==> config.mk <==
export PLATFORM = sky130hd
export DESIGN_NAME = multicycle_controller
export DESIGN_NICKNAME = d
export VERILOG_FILES = /design/src/rtl/riscv_pkg.sv /design/src/rtl/alu_decoder.sv /design/src/rtl/multicycle_controller.sv
export SDC_FILE = /design/constraint.sdc
export NUM_CORES = 1
export LEC_CHECK = 0
export CAP_MARGIN = 40
export CORE_MARGIN = 10
export CORE_UTILIZATION = 40
export DETAILED_ROUTE_END_ITERATION = 12
export PLACE_DENSITY = 0.76
export SLEW_MARGIN = 25
export SYNTH_ARGS = -nofsm -noshare
export SYNTH_HDL_FRONTEND = slang
export SYNTH_HIERARCHICAL = 1
export SYNTH_SLANG_ARGS = --single-unit
export TNS_END_PERCENT = 10
==> constraint.sdc <==
create_clock -name clk -period 5.45 [get_ports clk]
set_input_delay 0.545 -clock clk [delete_from_list [all_inputs] [get_ports clk]]
set_output_delay 0.545 -clock clk [all_outputs]
set_load 0.02 [all_outputs]
==> src/rtl/riscv_pkg.sv <==
// Shared encodings for the multicycle RV32I control path: FSM states, opcodes,
// ALU control codes and datapath mux selects.
package riscv_pkg;

  typedef enum logic [3:0] {
    S_FETCH,
    S_DECODE,
    S_MEMADR,
    S_MEMREAD,
    S_MEMWB,
    S_MEMWRITE,
    S_EXECR,
    S_EXECI,
    S_ALUWB,
    S_JAL,
    S_BEQ,
    S_HALT
  } state_t;

  localparam logic [6:0] OP_LW  = 7'b0000011;
  localparam logic [6:0] OP_SW  = 7'b0100011;
  localparam logic [6:0] OP_R   = 7'b0110011;
  localparam logic [6:0] OP_I   = 7'b0010011;
  localparam logic [6:0] OP_JAL = 7'b1101111;
  localparam logic [6:0] OP_BEQ = 7'b1100011;

  localparam logic [2:0] ALU_ADD = 3'b000;
  localparam logic [2:0] ALU_SUB = 3'b001;
  localparam logic [2:0] ALU_AND = 3'b010;
  localparam logic [2:0] ALU_OR  = 3'b011;
  localparam logic [2:0] ALU_SLT = 3'b101;

  localparam logic [1:0] ALUOP_ADD   = 2'b00;
  localparam logic [1:0] ALUOP_SUB   = 2'b01;
  localparam logic [1:0] ALUOP_FUNCT = 2'b10;

  localparam logic [1:0] IMM_I = 2'b00;
  localparam logic [1:0] IMM_S = 2'b01;
  localparam logic [1:0] IMM_B = 2'b10;
  localparam logic [1:0] IMM_J = 2'b11;

  localparam logic [1:0] RES_ALUOUT    = 2'b00;
  localparam logic [1:0] RES_DATA      = 2'b01;
  localparam logic [1:0] RES_ALURESULT = 2'b10;

  localparam logic [1:0] SRCA_PC    = 2'b00;
  localparam logic [1:0] SRCA_OLDPC = 2'b01;
  localparam logic [1:0] SRCA_RD1   = 2'b10;

  localparam logic [1:0] SRCB_RD2  = 2'b00;
  localparam logic [1:0] SRCB_IMM  = 2'b01;
  localparam logic [1:0] SRCB_FOUR = 2'b10;

  // R/I-type funct3 values this core can execute
  function automatic logic funct3_supported(input logic [2:0] f3);
    return (f3 == 3'b000) || (f3 == 3'b010) || (f3 == 3'b110) || (f3 == 3'b111);
  endfunction

endpackage

==> src/rtl/alu_decoder.sv <==
// Maps the controller's coarse ALU request plus instruction fields to an ALU control code.
module alu_decoder
  import riscv_pkg::*;
(
  input  logic [1:0] alu_op,
  input  logic [2:0] funct3,
  input  logic       funct7b5,
  input  logic       op5,
  output logic [2:0] alu_control
);

  always_comb begin
    alu_control = ALU_ADD;
    case (alu_op)
      ALUOP_SUB: alu_control = ALU_SUB;
      ALUOP_FUNCT: begin
        case (funct3)
          // op5 separates R-type from I-type; addi never subtracts
          3'b000:  alu_control = (op5 && funct7b5) ? ALU_SUB : ALU_ADD;
          3'b010:  alu_control = ALU_SLT;
          3'b110:  alu_control = ALU_OR;
          3'b111:  alu_control = ALU_AND;
          default: alu_control = ALU_ADD;
        endcase
      end
      default: alu_control = ALU_ADD;
    endcase
  end

endmodule

==> src/rtl/multicycle_controller.sv <==
// Main control FSM for the multicycle RV32I core: sequences fetch/decode/execute/
// memory/writeback and drives all datapath selects and strobes.
module multicycle_controller
  import riscv_pkg::*;
(
  input  logic       clk,
  input  logic       reset,
  input  logic [6:0] op,
  input  logic [2:0] funct3,
  input  logic       funct7b5,
  input  logic       zero,
  input  logic       mem_ready,
  output logic       mem_req,
  output logic       mem_write,
  output logic       adr_src,
  output logic       ir_write,
  output logic       pc_write,
  output logic       reg_write,
  output logic [1:0] result_src,
  output logic [1:0] alu_src_a,
  output logic [1:0] alu_src_b,
  output logic [1:0] imm_src,
  output logic [2:0] alu_control,
  output logic       retire,
  output logic       halted
);

  state_t     state;
  state_t     next_state;
  logic [1:0] alu_op;

  always_ff @(posedge clk) begin
    if (!reset) state <= S_FETCH;
    else        state <= next_state;
  end

  // Outputs decode from the state; reset forces everything quiet in the same cycle
  always_comb begin
    next_state = state;
    mem_req    = 1'b0;
    mem_write  = 1'b0;
    adr_src    = 1'b0;
    ir_write   = 1'b0;
    pc_write   = 1'b0;
    reg_write  = 1'b0;
    result_src = RES_ALUOUT;
    alu_src_a  = SRCA_PC;
    alu_src_b  = SRCB_RD2;
    imm_src    = IMM_I;
    alu_op     = ALUOP_ADD;
    retire     = 1'b0;
    halted     = 1'b0;
    if (reset) begin
      case (state)
        S_FETCH: begin
          mem_req    = 1'b1;
          alu_src_b  = SRCB_FOUR;
          result_src = RES_ALURESULT;
          if (mem_ready) begin
            ir_write   = 1'b1;
            pc_write   = 1'b1;
            next_state = S_DECODE;
          end
        end
        S_DECODE: begin
          alu_src_a = SRCA_OLDPC;
          alu_src_b = SRCB_IMM;
          imm_src   = IMM_B;
          case (op)
            OP_LW, OP_SW: next_state = S_MEMADR;
            OP_R:         next_state = funct3_supported(funct3) ? S_EXECR : S_HALT;
            OP_I:         next_state = funct3_supported(funct3) ? S_EXECI : S_HALT;
            OP_JAL:       next_state = S_JAL;
            OP_BEQ:       next_state = S_BEQ;
            default:      next_state = S_HALT;
          endcase
        end
        S_MEMADR: begin
          alu_src_a  = SRCA_RD1;
          alu_src_b  = SRCB_IMM;
          imm_src    = (op == OP_SW) ? IMM_S : IMM_I;
          next_state = (op == OP_SW) ? S_MEMWRITE : S_MEMREAD;
        end
        S_MEMREAD: begin
          mem_req = 1'b1;
          adr_src = 1'b1;
          if (mem_ready) next_state = S_MEMWB;
        end
        S_MEMWB: begin
          result_src = RES_DATA;
          reg_write  = 1'b1;
          retire     = 1'b1;
          next_state = S_FETCH;
        end
        S_MEMWRITE: begin
          mem_req   = 1'b1;
          mem_write = 1'b1;
          adr_src   = 1'b1;
          if (mem_ready) begin
            retire     = 1'b1;
            next_state = S_FETCH;
          end
        end
        S_EXECR: begin
          alu_src_a  = SRCA_RD1;
          alu_src_b  = SRCB_RD2;
          alu_op     = ALUOP_FUNCT;
          next_state = S_ALUWB;
        end
        S_EXECI: begin
          alu_src_a  = SRCA_RD1;
          alu_src_b  = SRCB_IMM;
          imm_src    = IMM_I;
          alu_op     = ALUOP_FUNCT;
          next_state = S_ALUWB;
        end
        S_ALUWB: begin
          reg_write  = 1'b1;
          retire     = 1'b1;
          next_state = S_FETCH;
        end
        S_JAL: begin
          alu_src_a  = SRCA_OLDPC;
          alu_src_b  = SRCB_FOUR;
          pc_write   = 1'b1;
          next_state = S_ALUWB;
        end
        S_BEQ: begin
          alu_src_a  = SRCA_RD1;
          alu_src_b  = SRCB_RD2;
          alu_op     = ALUOP_SUB;
          pc_write   = zero;
          retire     = 1'b1;
          next_state = S_FETCH;
        end
        S_HALT: halted = 1'b1;
        default: next_state = S_HALT;
      endcase
    end
  end

  alu_decoder u_alu_decoder (
    .alu_op      (alu_op),
    .funct3      (funct3),
    .funct7b5    (funct7b5),
    .op5         (op[5]),
    .alu_control (alu_control)
  );

endmodule

Word-level counts from Yosys, hierarchy flattened
Cells that the tools add are included.
{ "word_totals": {"ff_bits": 4, "in_bits": 15} }
{ "op_classes": {"n_eq_ne": 25, "mux": 39, "bitwise_logic": 1, "reduce_logical": 18} }
{ "ops": {"columns": ["op", "count"], "rows": [
  ["4-bit one-hot mux with 8 select lines", 1],
  ["4-bit 2-to-1 mux", 5],
  ["2-bit one-hot mux with 2 select lines", 5],
  ["4-bit one-hot mux with 5 select lines", 1],
  ["1-bit 2-to-1 mux", 17],
  ["4-bit by 3-bit equality test with 1-bit output (second input constant)", 4],
  ["4-bit equality test (second input constant)", 4],
  ["7-bit by 6-bit equality test with 1-bit output (second input constant)", 2],
  ["7-bit equality test (second input constant)", 2],
  ["3-bit one-hot mux with 4 select lines", 1],
  ["2-bit OR reduction", 6],
  ["3-bit OR reduction", 4],
  ["2-bit 2-to-1 mux", 5],
  ["4-bit by 2-bit equality test with 1-bit output (second input constant)", 2],
  ["7-bit by 2-bit equality test with 1-bit output (second input constant)", 1],
  ["7-bit by 5-bit equality test with 1-bit output (second input constant)", 1],
  ["3-bit equality test (second input constant)", 2],
  ["2-bit inequality test (second input constant)", 3],
  ["3-bit one-hot mux with 2 select lines", 1],
  ["4-bit by 1-bit equality test with 1-bit output (second input constant)", 1],
  ["4-bit logical NOT", 1],
  ["4-bit AND reduction", 1],
  ["4-bit OR reduction", 1],
  ["3-bit by 2-bit equality test with 1-bit output (second input constant)", 1],
  ["other kinds (9)", 11]
]} }

Depth between registers and ports, before layout
Gate-level depths: netlist of the first run.
{ "depth": {"ltp_word": 7, "depth_mapped": 8, "depth_no_buf": 7} }

By module
Netlist of the first run, hierarchy kept.
{ "by_module_without_submodules": {"columns": ["mod", "n_inst", "cells_per_inst", "area_per_inst_um2", "seq_area_each_um2"], "rows": [
  ["multicycle_controller", 1, 97, 711.9, 80.1],
  ["alu_decoder", 1, 11, 96.3, 0.0]
]} }

Worst setup path before layout of the first run
No wires, ideal clock.
{ "synth_path": {"path_kind": "reg2out", "start": "register state[1]", "end": "output alu_control[2]", "t_arrival_ns": 2.128, "path_slack_ns": 2.777, "path_stages_with_launch": 8, "cell_sequence": "dfxtp_1 clkbuf_8 and2b_2 nand2_1 nor2_1 inv_1 ha_1 nor4b_1"} }
{ "synth_via": {"elab_chain_cells": 6, "word_cells_on_any_way": 9, "classes_between": "eq/ne (5); mux (3); reduce/logical (1)"} }
{ "synth_lines": {"columns": ["element", "line", "text"], "rows": [
  ["from (decl)", "multicycle_controller.sv:28", "state_t state;"],
  ["from (signal assigned)", "multicycle_controller.sv:34", "else state <= next_state;"],
  ["4-bit by 3-bit equality test with 1-bit output", "multicycle_controller.sv:54", "case (state)"],
  ["2-bit OR reduction (no source line)", null, null],
  ["2-bit one-hot mux with 2 select lines *", "multicycle_controller.sv:54", null],
  ["2-bit 2-to-1 mux *", "multicycle_controller.sv:53", "if (reset) begin"],
  ["via alu_op[0]", "multicycle_controller.sv:30", "logic [1:0] alu_op;"],
  ["2-bit equality test or 2-bit by 1-bit equality test with 1-bit output (tied branches)", "alu_decoder.sv:14", "case (alu_op)"],
  ["3-bit one-hot mux with 2 select lines *", "alu_decoder.sv:14", null],
  ["to (decl)", "multicycle_controller.sv:23", "output logic [2:0] alu_control,"]
]} }
Mark *: on every way through the listed nets, which the timed path passes. The rest lies on a longest branch.

Worst setup path in the final report of the first run
{ "layout_path": {"start": "input reset", "end": "output alu_control[2]"} }
{ "layout_via": {"elab_chain_cells": 3, "word_cells_on_any_way": 4, "classes_between": "eq/ne (2); mux (2)"} }
{ "layout_lines": {"columns": ["element", "line", "text"], "rows": [
  ["from (decl)", "multicycle_controller.sv:7", "input logic reset,"],
  ["2-bit 2-to-1 mux *", "multicycle_controller.sv:53", null],
  ["via alu_op[1]", "multicycle_controller.sv:30", null],
  ["2-bit equality test or 2-bit by 1-bit equality test with 1-bit output (tied branches)", "alu_decoder.sv:14", null],
  ["3-bit one-hot mux with 2 select lines *", "alu_decoder.sv:14", null]
]} }
Marked as above.

==> metrics.yaml, run 1 <==
run_status:
  status: "finished clean"
sta:
  fin_crit_sh_pct: 64.8
  fmax_ghz: 0.283
  maxSlewHeadroom_pct: 55.6
  final-hold-violation-count: 0
  setup-violations-final: 0
  final.setup_skew_ps: 3.99
  tns_ps: 0
  rsz0062_at_grt: "no"
  worst_pin_slew_ps: 666
  drv_slew: 0
  min_period_ps: 3530
floorplanning:
  pin_count: 34
  die_w_um: 65.0
  die_h_um: 65.0
  initial_utilization_pct: 41.6
  coreArea_um2: 1940
  core.rowCount: 16
  die-area_um2: 4220
worst_setup_path:
  setup.worst_path.class: "in -> out"
  startpoint_type: "primary input"
  critPathCaptureType: "primary output"
  cp_data_arrival_time_ps: 2980
  critPathRequiredTime_ps: 4910
  cp_max_fo: 14
global_routing:
  use_met3_pct: 3.95
  antenna_found_initial: 0
  grt_pass1_vias: 895
  use_met1_pct: 12.0
  grt_max_degree: 19
  grt_usage_pct: 11.0
  grt.busiest_layer: "met2"
  met2_usage_pct: 18.8
  gr-total-overflow: 0
  grt_pass1_wl_um: 3940
cells_and_area:
  drive_gt1_share_pct: 9.49
  syn2layout_area_growth_pct: 38.2
  top_register: "state"
  nNetsFinal: 156
  largest_reg_flops: 4
  antennaDiodeCount: 0
  final_cell_mix: "clkdlybuf4s50_1, nand2_1, nor2_1, nand2b_1, nor2b_1"
  largestRegisters: "state: 4 flops"
  final_util_pct: 57.5
  fillers: 210
  final_common_cell: "clkdlybuf4s50_1"
logic_synthesis:
  synth.distinct_cells: 48
  yosysWarningCount: 6
  avgSynthCellArea_um2: 7.48
  ys_seq_area_share_pct: 9.91
  syn_inst: 108
  ys_top_cells_by_area: "dfxtp_1, nand2_1, clkbuf_8"
  syn_nets: 125
  synth_top_area_share_pct: 9.91
  synth_edf_count: 0
  syn-cell-area_um2: 808
  synth_flop_cell: "dfxtp_1"
  async_reset_ff_share_pct: 0
  synth_largest_area_cell: "dfxtp_1"
  synth_seq_cells: 4
clock_tree:
  tritoncts: "yes"
  cts-root-buf: "clkbuf_4"
  postCtsSetupBuffers: 0
  clockBufferDepth: 2
  cts.clk_slew.worst_paths_ps: 40
  numClockSinks: 4
  ctsHoldBuffers: 0
  clk_latency_ps: 230
  h-tree-depth: 1
  cts_resized: 0
  numCtsBuffers: 3
detailed_routing:
  final_antenna_net_count: 0
  vias: 908
  route.detailed.drc: 0
  via_per_inst: 5.54
  drtPass1Iterations: 4
  routed_wl_um: 2340
  wire_per_inst_um: 14.3
  drt_iter0_markers: 22
placement:
  dpl.hpwl_um: 1900
  place_congestion: 0.842
  io_buffers: 33
hold_path:
  hold_class: "reg -> reg"
pwr:
  irDropWorstVdd_mv: 0.164
  leakagePower_nw: 0.368
  pwr_density_cell_nw_per_um2: 346
run:
  cap_violations: 0
-- kinds of logic (layout without fill, tap and decap cells) --
family / count (synthesis) / count (layout) / share of synthesized area (%)
AND/OR/NAND/NOR: 68 / 68 / 53.4
AO/OA/AOI/OAI: 21 / 21 / 18.3
buffers and inverters: 10 / 39 / 11.0
flip-flops: 4 / 4 / 9.91
adder cells (fa/ha/maj): 2 / 2 / 3.10
XOR/XNOR: 2 / 2 / 3.10
multiplexers: 1 / 1 / 1.24
-- critical path, stage by stage --
cell and delay, ps:
clkdlybuf4s50_1 710, nand2_1 130, nor3b_1 300, ha_1 320
nor4b_1 300, clkdlybuf4s50_1 660
-- report_power, final --
| group | switching [mW] | total (mW) | leakage, nW | internal (mW) |
|---|---|---|---|---|
| clock network | 0.0109 | 0.0354 | 0.0138 | 0.0245 |
| registers | 0.0482 | 0.0878 | 0.0330 | 0.0396 |
| logic | 0.127 | 0.263 | 0.321 | 0.137 |
| total | 0.186 | 0.387 | 0.368 | 0.201 |
-- per-stage QoR --
stage | total power, mW | setup slack [ps] | instances | instance area, um^2 | hold slack [ps]
detailed placement | 0.354 | 1890 | 161 | 1090 | 807
global route | 0.420 | 1740 | 164 | 1120 | 876
floorplan | 0.290 | 2780 | 108 | 808 | 616
finish | 0.387 | 1920 | 164 | 1120 | 801
CTS | 0.390 | 1880 | 164 | 1120 | 800
global placement | 0.349 | 1990 | 161 | 1090 | 784
-- synthesized netlist by cell type (all sizes together) (3+ instances only) --
cell type  count
a21oi          4
a31oi          3
buf            4
clkbuf         3
dfxtp          4
inv            3
nand2         13
nand2b         6
nand3          3
nand3b         4
nor2          10
nor2b          5
nor3           3
nor3b          3
nor4b          5
o21ai          3
-- path summary, 6_finish.rpt --
path	from	to	slack (ps)	cells past startpoint
setup / recovery	reset	alu_control[2]	1920	6
hold / removal	state[0]$_SDFFE_PN0P_	state[3]$_SDFFE_PN0P_	800	2
setup reg to reg	state[2]$_SDFFE_PN0P_	state[1]$_SDFFE_PN0P_	3860	4
hold reg to reg	state[0]$_SDFFE_PN0P_	state[3]$_SDFFE_PN0P_	800	2
-- layout make-up --
type	instances	area, um^2	area share, %
multi-input cells	94	639	57.2
clock buffers	3	22.5	2.02
well taps	27	33.8	3.02
flip-flops and latches	4	80.1	7.17
repair buffers	33	330	29.6
inverters	3	11.3	1.01
-- metal layers --
metal,up-vias,wire length (um)
li1,451,-
met1,413,997
met2,42,1110
met3,2,217
met4,0,12
met5,-,0
Power figures use the tool's default switching activity.
==> run 2, diff against run 1 <==
==> constraint.sdc (replaced) <==
create_clock -name clk -period 3.25 [get_ports clk]
set_input_delay 0.325 -clock clk [delete_from_list [all_inputs] [get_ports clk]]
set_output_delay 0.325 -clock clk [all_outputs]
set_load 0.02 [all_outputs]
==> metrics.yaml, run 2 (synthesis results as in run 1) <==
run_status:
  status: "finished clean"
sta:
  fmax_ghz: 0.341
  fin_crit_sh_pct: 90.3
  rsz0062_at_grt: "no"
  setup-violations-final: 0
  maxSlewHeadroom_pct: 76.2
  min_period_ps: 2930
  final.setup_skew_ps: 11.0
  final-hold-violation-count: 0
  worst_pin_slew_ps: 356
  tns_ps: 0
  drv_slew: 0
cells_and_area:
  final_area_um2: 1150
  largest_reg_flops: 4
  top_register: "state"
  multi_input_area_um2: 639
  drive_gt1_share_pct: 12.7
  final_common_cell: "clkdlybuf4s50_1"
  final_cell_mix: "clkdlybuf4s50_1, nand2_1, nor2_1"
  nNetsFinal: 161
  largestRegisters: "state: 4 flops"
  antennaDiodeCount: 0
  syn2layout_area_growth_pct: 42.9
  seqCellArea_um2: 80.1
  fillers: 200
detailed_routing:
  via_per_inst: 5.55
  wire_per_inst_um: 14.7
  drt_iter0_markers: 22
  drtPass1Iterations: 4
  routed_wl_um: 2490
  route.detailed.drc: 0
  final_antenna_net_count: 0
  vias: 938
hold_path:
  hold_class: "reg -> reg"
worst_setup_path:
  setup.worst_path.class: "in -> out"
  critPathCaptureType: "primary output"
  cp_data_arrival_time_ps: 2610
  cp_max_fo: 7
  critPathRequiredTime_ps: 2920
  startpoint_type: "primary input"
clock_tree:
  h-tree-depth: 1
  postCtsSetupBuffers: 0
  ctsHoldBuffers: 0
  cts.clk_slew.worst_paths_ps: 30
  numClockSinks: 4
  cts_resized: 0
  clk_latency_ps: 240
  clockBufferDepth: 2
  tritoncts: "yes"
  numCtsBuffers: 3
  cts-root-buf: "clkbuf_4"
run:
  cap_violations: 0
global_routing:
  gr-total-overflow: 0
  grt_pass1_vias: 919
  antenna_found_initial: 0
  grt_max_degree: 17
  grt_usage_pct: 11.5
  grt_pass1_wl_um: 4100
pwr:
  irDropWorstVdd_mv: 0.250
  combPwrFrac_pct: 77.0
  swShare_pct: 47.7
  sequentialPowerShare_pct: 13.6
  p_sw_mw: 0.327
  leakagePower_nw: 0.394
  power.share.clock_pct: 9.3
  pwr_density_cell_nw_per_um2: 593
  p_int_mw: 0.358
placement:
  io_buffers: 33
  place_congestion: 0.898
  placed_area_um2: 1130
  dpl.hpwl_um: 2070
floorplanning:
  die_h_um: 65.0
  core.rowCount: 16
  coreArea_um2: 1940
  die_w_um: 65.0
  pin_count: 34
  initial_utilization_pct: 41.6
  die-area_um2: 4220
[run 2: cell types whose count changed in the layout (fill, tap and decap cells not counted), sizes merged]
cell,previous run,this run
buf,0,5
[run 2: path summary, 6_finish.rpt]
| check | startpoint | to | slack (ps) | depth (start not counted) |
|---|---|---|---|---|
| worst max-delay path | reset | alu_control[2] | 320 | 7 |
| worst min register to register | state[0]$_SDFFE_PN0P_ | state[3]$_SDFFE_PN0P_ | 720 | 3 |
| worst max register to register | state[2]$_SDFFE_PN0P_ | state[0]$_SDFFE_PN0P_ | 1700 | 5 |
| worst min-delay path | state[0]$_SDFFE_PN0P_ | state[3]$_SDFFE_PN0P_ | 720 | 3 |
[run 2: routing by layer]
layer,track usage (%),up-vias,share of wire [%],routed length [um]
met5,0,-,0,0
met4,5.08,0,2.5,61
met3,4.81,10,11,267
met2,20.0,51,46,1140
met1,11.8,416,41,1020
li1,-,461,-,-
[run 2: final cells by class]
cell class / instances / share of cell area, %
multi-input combinational: 94 / 55.4
timing repair buffer: 38 / 31.9
sequential: 4 / 6.93
tap: 27 / 2.93
clock buffer: 3 / 1.95
inverter: 3 / 0.975
[run 2: metrics by stage]
stage	util (%)	power (mW)	hold WS (ps)	setup WS [ps]	std cells
2_1_floorplan	-	0.486	514	797	108
3_3_place_gp	58.3	0.614	720	408	166
3_5_place_dp	58.3	0.623	725	358	166
4_1_cts	59.5	0.686	727	323	169
5_1_grt	59.5	0.732	754	141	169
6_report	59.5	0.685	724	315	169
[run 2: power by group through the flow]
stage	combinational, mW	sequential (mW)	clock, mW
6_report	0.528	0.0934	0.0638
5_1_grt	0.572	0.0959	0.0640
4_1_cts	0.531	0.0926	0.0628
3_5_place_dp	0.529	0.0938	0
3_3_place_gp	0.519	0.0944	0
2_1_floorplan	0.399	0.0873	0
[run 2: worst max-delay path: stages]
cell and delay (ps):
clkdlybuf4s50_1 600, nand2_1 160, nor2_1 180, inv_1 60, ha_1 330, nor4b_1 300
clkdlybuf4s50_1 660
==> run 3, diff against run 2 <==
--- a/config.mk
+++ b/config.mk
@@ -5,11 +5,14 @@
 export SDC_FILE = /design/constraint.sdc
 export NUM_CORES = 1
 export LEC_CHECK = 0
+export ABC_AREA = 1
 export CAP_MARGIN = 40
+export CELL_PAD_IN_SITES_DETAIL_PLACEMENT = 1
+export CELL_PAD_IN_SITES_GLOBAL_PLACEMENT = 1
 export CORE_MARGIN = 10
-export CORE_UTILIZATION = 40
+export CORE_UTILIZATION = 25
 export DETAILED_ROUTE_END_ITERATION = 12
-export PLACE_DENSITY = 0.76
+export PLACE_DENSITY_LB_ADDON = 0.1
 export SLEW_MARGIN = 25
 export SYNTH_ARGS = -nofsm -noshare
 export SYNTH_HDL_FRONTEND = slang
==> metrics.yaml, run 3 <==
detailed_routing:
  via_per_inst: 4.72
  vias: 982
  routed_wl_um: 2630
  drt_iter0_markers: 20
  wire_per_inst_um: 12.6
  final_antenna_net_count: 0
  drtPass1Iterations: 4
  route.detailed.drc: 0
logic_synthesis:
  synth_largest_area_cell: "nor2_1"
  avgSynthCellArea_um2: 5.08
  yosysMostFrequentCell: "nor2_1"
  ys_top_cells_by_area: "nor2_1, inv_1, nand2_1"
  syn_inst: 141
  synth_edf_count: 0
  yosysWarningCount: 6
  synth_top_area_share_pct: 14.7
  synth_seq_cells: 4
  ys_seq_area_share_pct: 11.2
  syn_nets: 158
  synth_commonest_cells: "nor2_1, inv_1, nand2_1"
  synth_flop_cell: "dfxtp_1"
  syn-cell-area_um2: 716
  async_reset_ff_share_pct: 0
  synth.distinct_cells: 23
run:
  cap_violations: 0
pwr:
  irDropWorstVdd_mv: 0.403
  pwr_density_cell_nw_per_um2: 555
  leakagePower_nw: 0.528
sta:
  maxSlewHeadroom_pct: 75.6
  fin_crit_sh_pct: 86.6
  worst_pin_slew_ps: 362
  tns_ps: 0
  rsz0062_at_grt: "no"
  min_period_ps: 2810
  drv_slew: 0
  fmax_ghz: 0.355
  final.setup_skew_ps: 1.82
  final-hold-violation-count: 0
  setup-violations-final: 0
cells_and_area:
  top_register: "state"
  nNetsFinal: 196
  antennaDiodeCount: 0
  syn2layout_area_growth_pct: 55.2
  largestRegisters: "state: 4 flops"
  final_area_um2: 1110
  drive_gt1_share_pct: 10.7
  final_common_cell: "clkdlybuf4s50_1"
  final_cell_mix: "clkdlybuf4s50_1, nor2_1, inv_1, nand2_1, nand3_1"
  largest_reg_flops: 4
global_routing:
  grt_pass1_vias: 991
  grt_max_degree: 16
  grt_pass1_wl_um: 4530
  grt_usage_pct: 10.1
  gr-total-overflow: 0
  antenna_found_initial: 0
clock_tree:
  cts-root-buf: "clkbuf_4"
  numClockSinks: 4
  cts.clk_slew.worst_paths_ps: 30
  ctsHoldBuffers: 0
  clk_latency_ps: 230
  clockBufferDepth: 2
  h-tree-depth: 1
  tritoncts: "yes"
  numCtsBuffers: 3
  postCtsSetupBuffers: 0
  cts_resized: 0
placement:
  io_buffers: 33
  dpl.hpwl_um: 2330
  place_congestion: 0.924
  placed_area_um2: 1090
worst_setup_path:
  r2r_start: "state[3]$_SDFFE_PN0P_"
  cp_data_arrival_time_ps: 2490
  max_stage_delay_ps: 610
  critPathRequiredTime_ps: 2920
  cp_max_fo: 7
  startpoint_type: "primary input"
  startpoint: "reset"
  cp_cell_sequence: "clkdlybuf4s50_1 > nand3_1 > nor2_1 > inv_1 > ha_1 > inv_1 > nand4_1 > nor2_1 > clkdlybuf4s50_1"
  critPathCaptureType: "primary output"
  setup.worst_path.class: "in -> out"
  slowest_stage: "clkdlybuf4s50_1"
run_status:
  status: "finished clean"
hold_path:
  hold_class: "reg -> reg"
  hold_start: "state[1]$_SDFFE_PN0P_"
floorplanning:
  pin_count: 34
  initial_utilization_pct: 26.0
  die_w_um: 73.5
  die-area_um2: 5400
  coreArea_um2: 2760
  core.rowCount: 19
  die_h_um: 73.5
run 3: cells by family after synthesis:
family	after synthesis	share of synthesized area, %
simple gates	86	54.9
buf+inv	31	16.4
compound gates	18	14.0
flops	4	11.2
fa+ha+maj	2	3.50
run 3: path summary, 6_finish.rpt:
path | endpoint | slack, ps | cells past startpoint
max | alu_control[2] | 440 | 9
min | state[1]$_SDFFE_PN0P_ | 650 | 2
max reg2reg | state[2]$_SDFFE_PN0P_ | 1920 | 7
min reg2reg | state[1]$_SDFFE_PN0P_ | 650 | 2
run 3: through the flow:
stage | power, mW | util [%] | setup slack (ps) | cells | hold slack (ps)
final | 0.617 | 40.3 | 437 | 208 | 650
after global routing | 0.688 | 40.3 | 242 | 208 | 679
after CTS | 0.628 | 40.3 | 415 | 208 | 642
after detailed placement | 0.563 | 39.5 | 425 | 205 | 636
after global placement | 0.565 | 39.5 | 510 | 205 | 642
after floorplan | 0.382 | - | 1310 | 141 | 423
run 3: layer usage:
layer	GRT usage [%]	share of wire [%]	up-vias
li1	-	-	509
met4	2.48	0.65	0
met2	17.2	48	22
met5	0	0	-
met3	2.15	6.1	2
met1	12.4	45	449
run 3: layout make-up:
cell class	count	area, um^2
Tap cell	31	38.8
Inverter	30	114
Clock buffer	3	22.5
Multi-Input combinational cell	106	518
Sequential cell	4	80.1
Timing Repair Buffer	34	338
Fill cell	396	1650
run 3: critical path, delay by kind of cell:
kind / cells / cell delay (ps)
buf+inv: 4 / 1350
simple gates: 4 / 490
fa+ha+maj: 1 / 320
run 3: power breakdown:
part	switching (mW)	internal, mW
sequential	0.0326	0.0675
combinational	0.275	0.182
clock	0.0184	0.0412
total	0.326	0.291
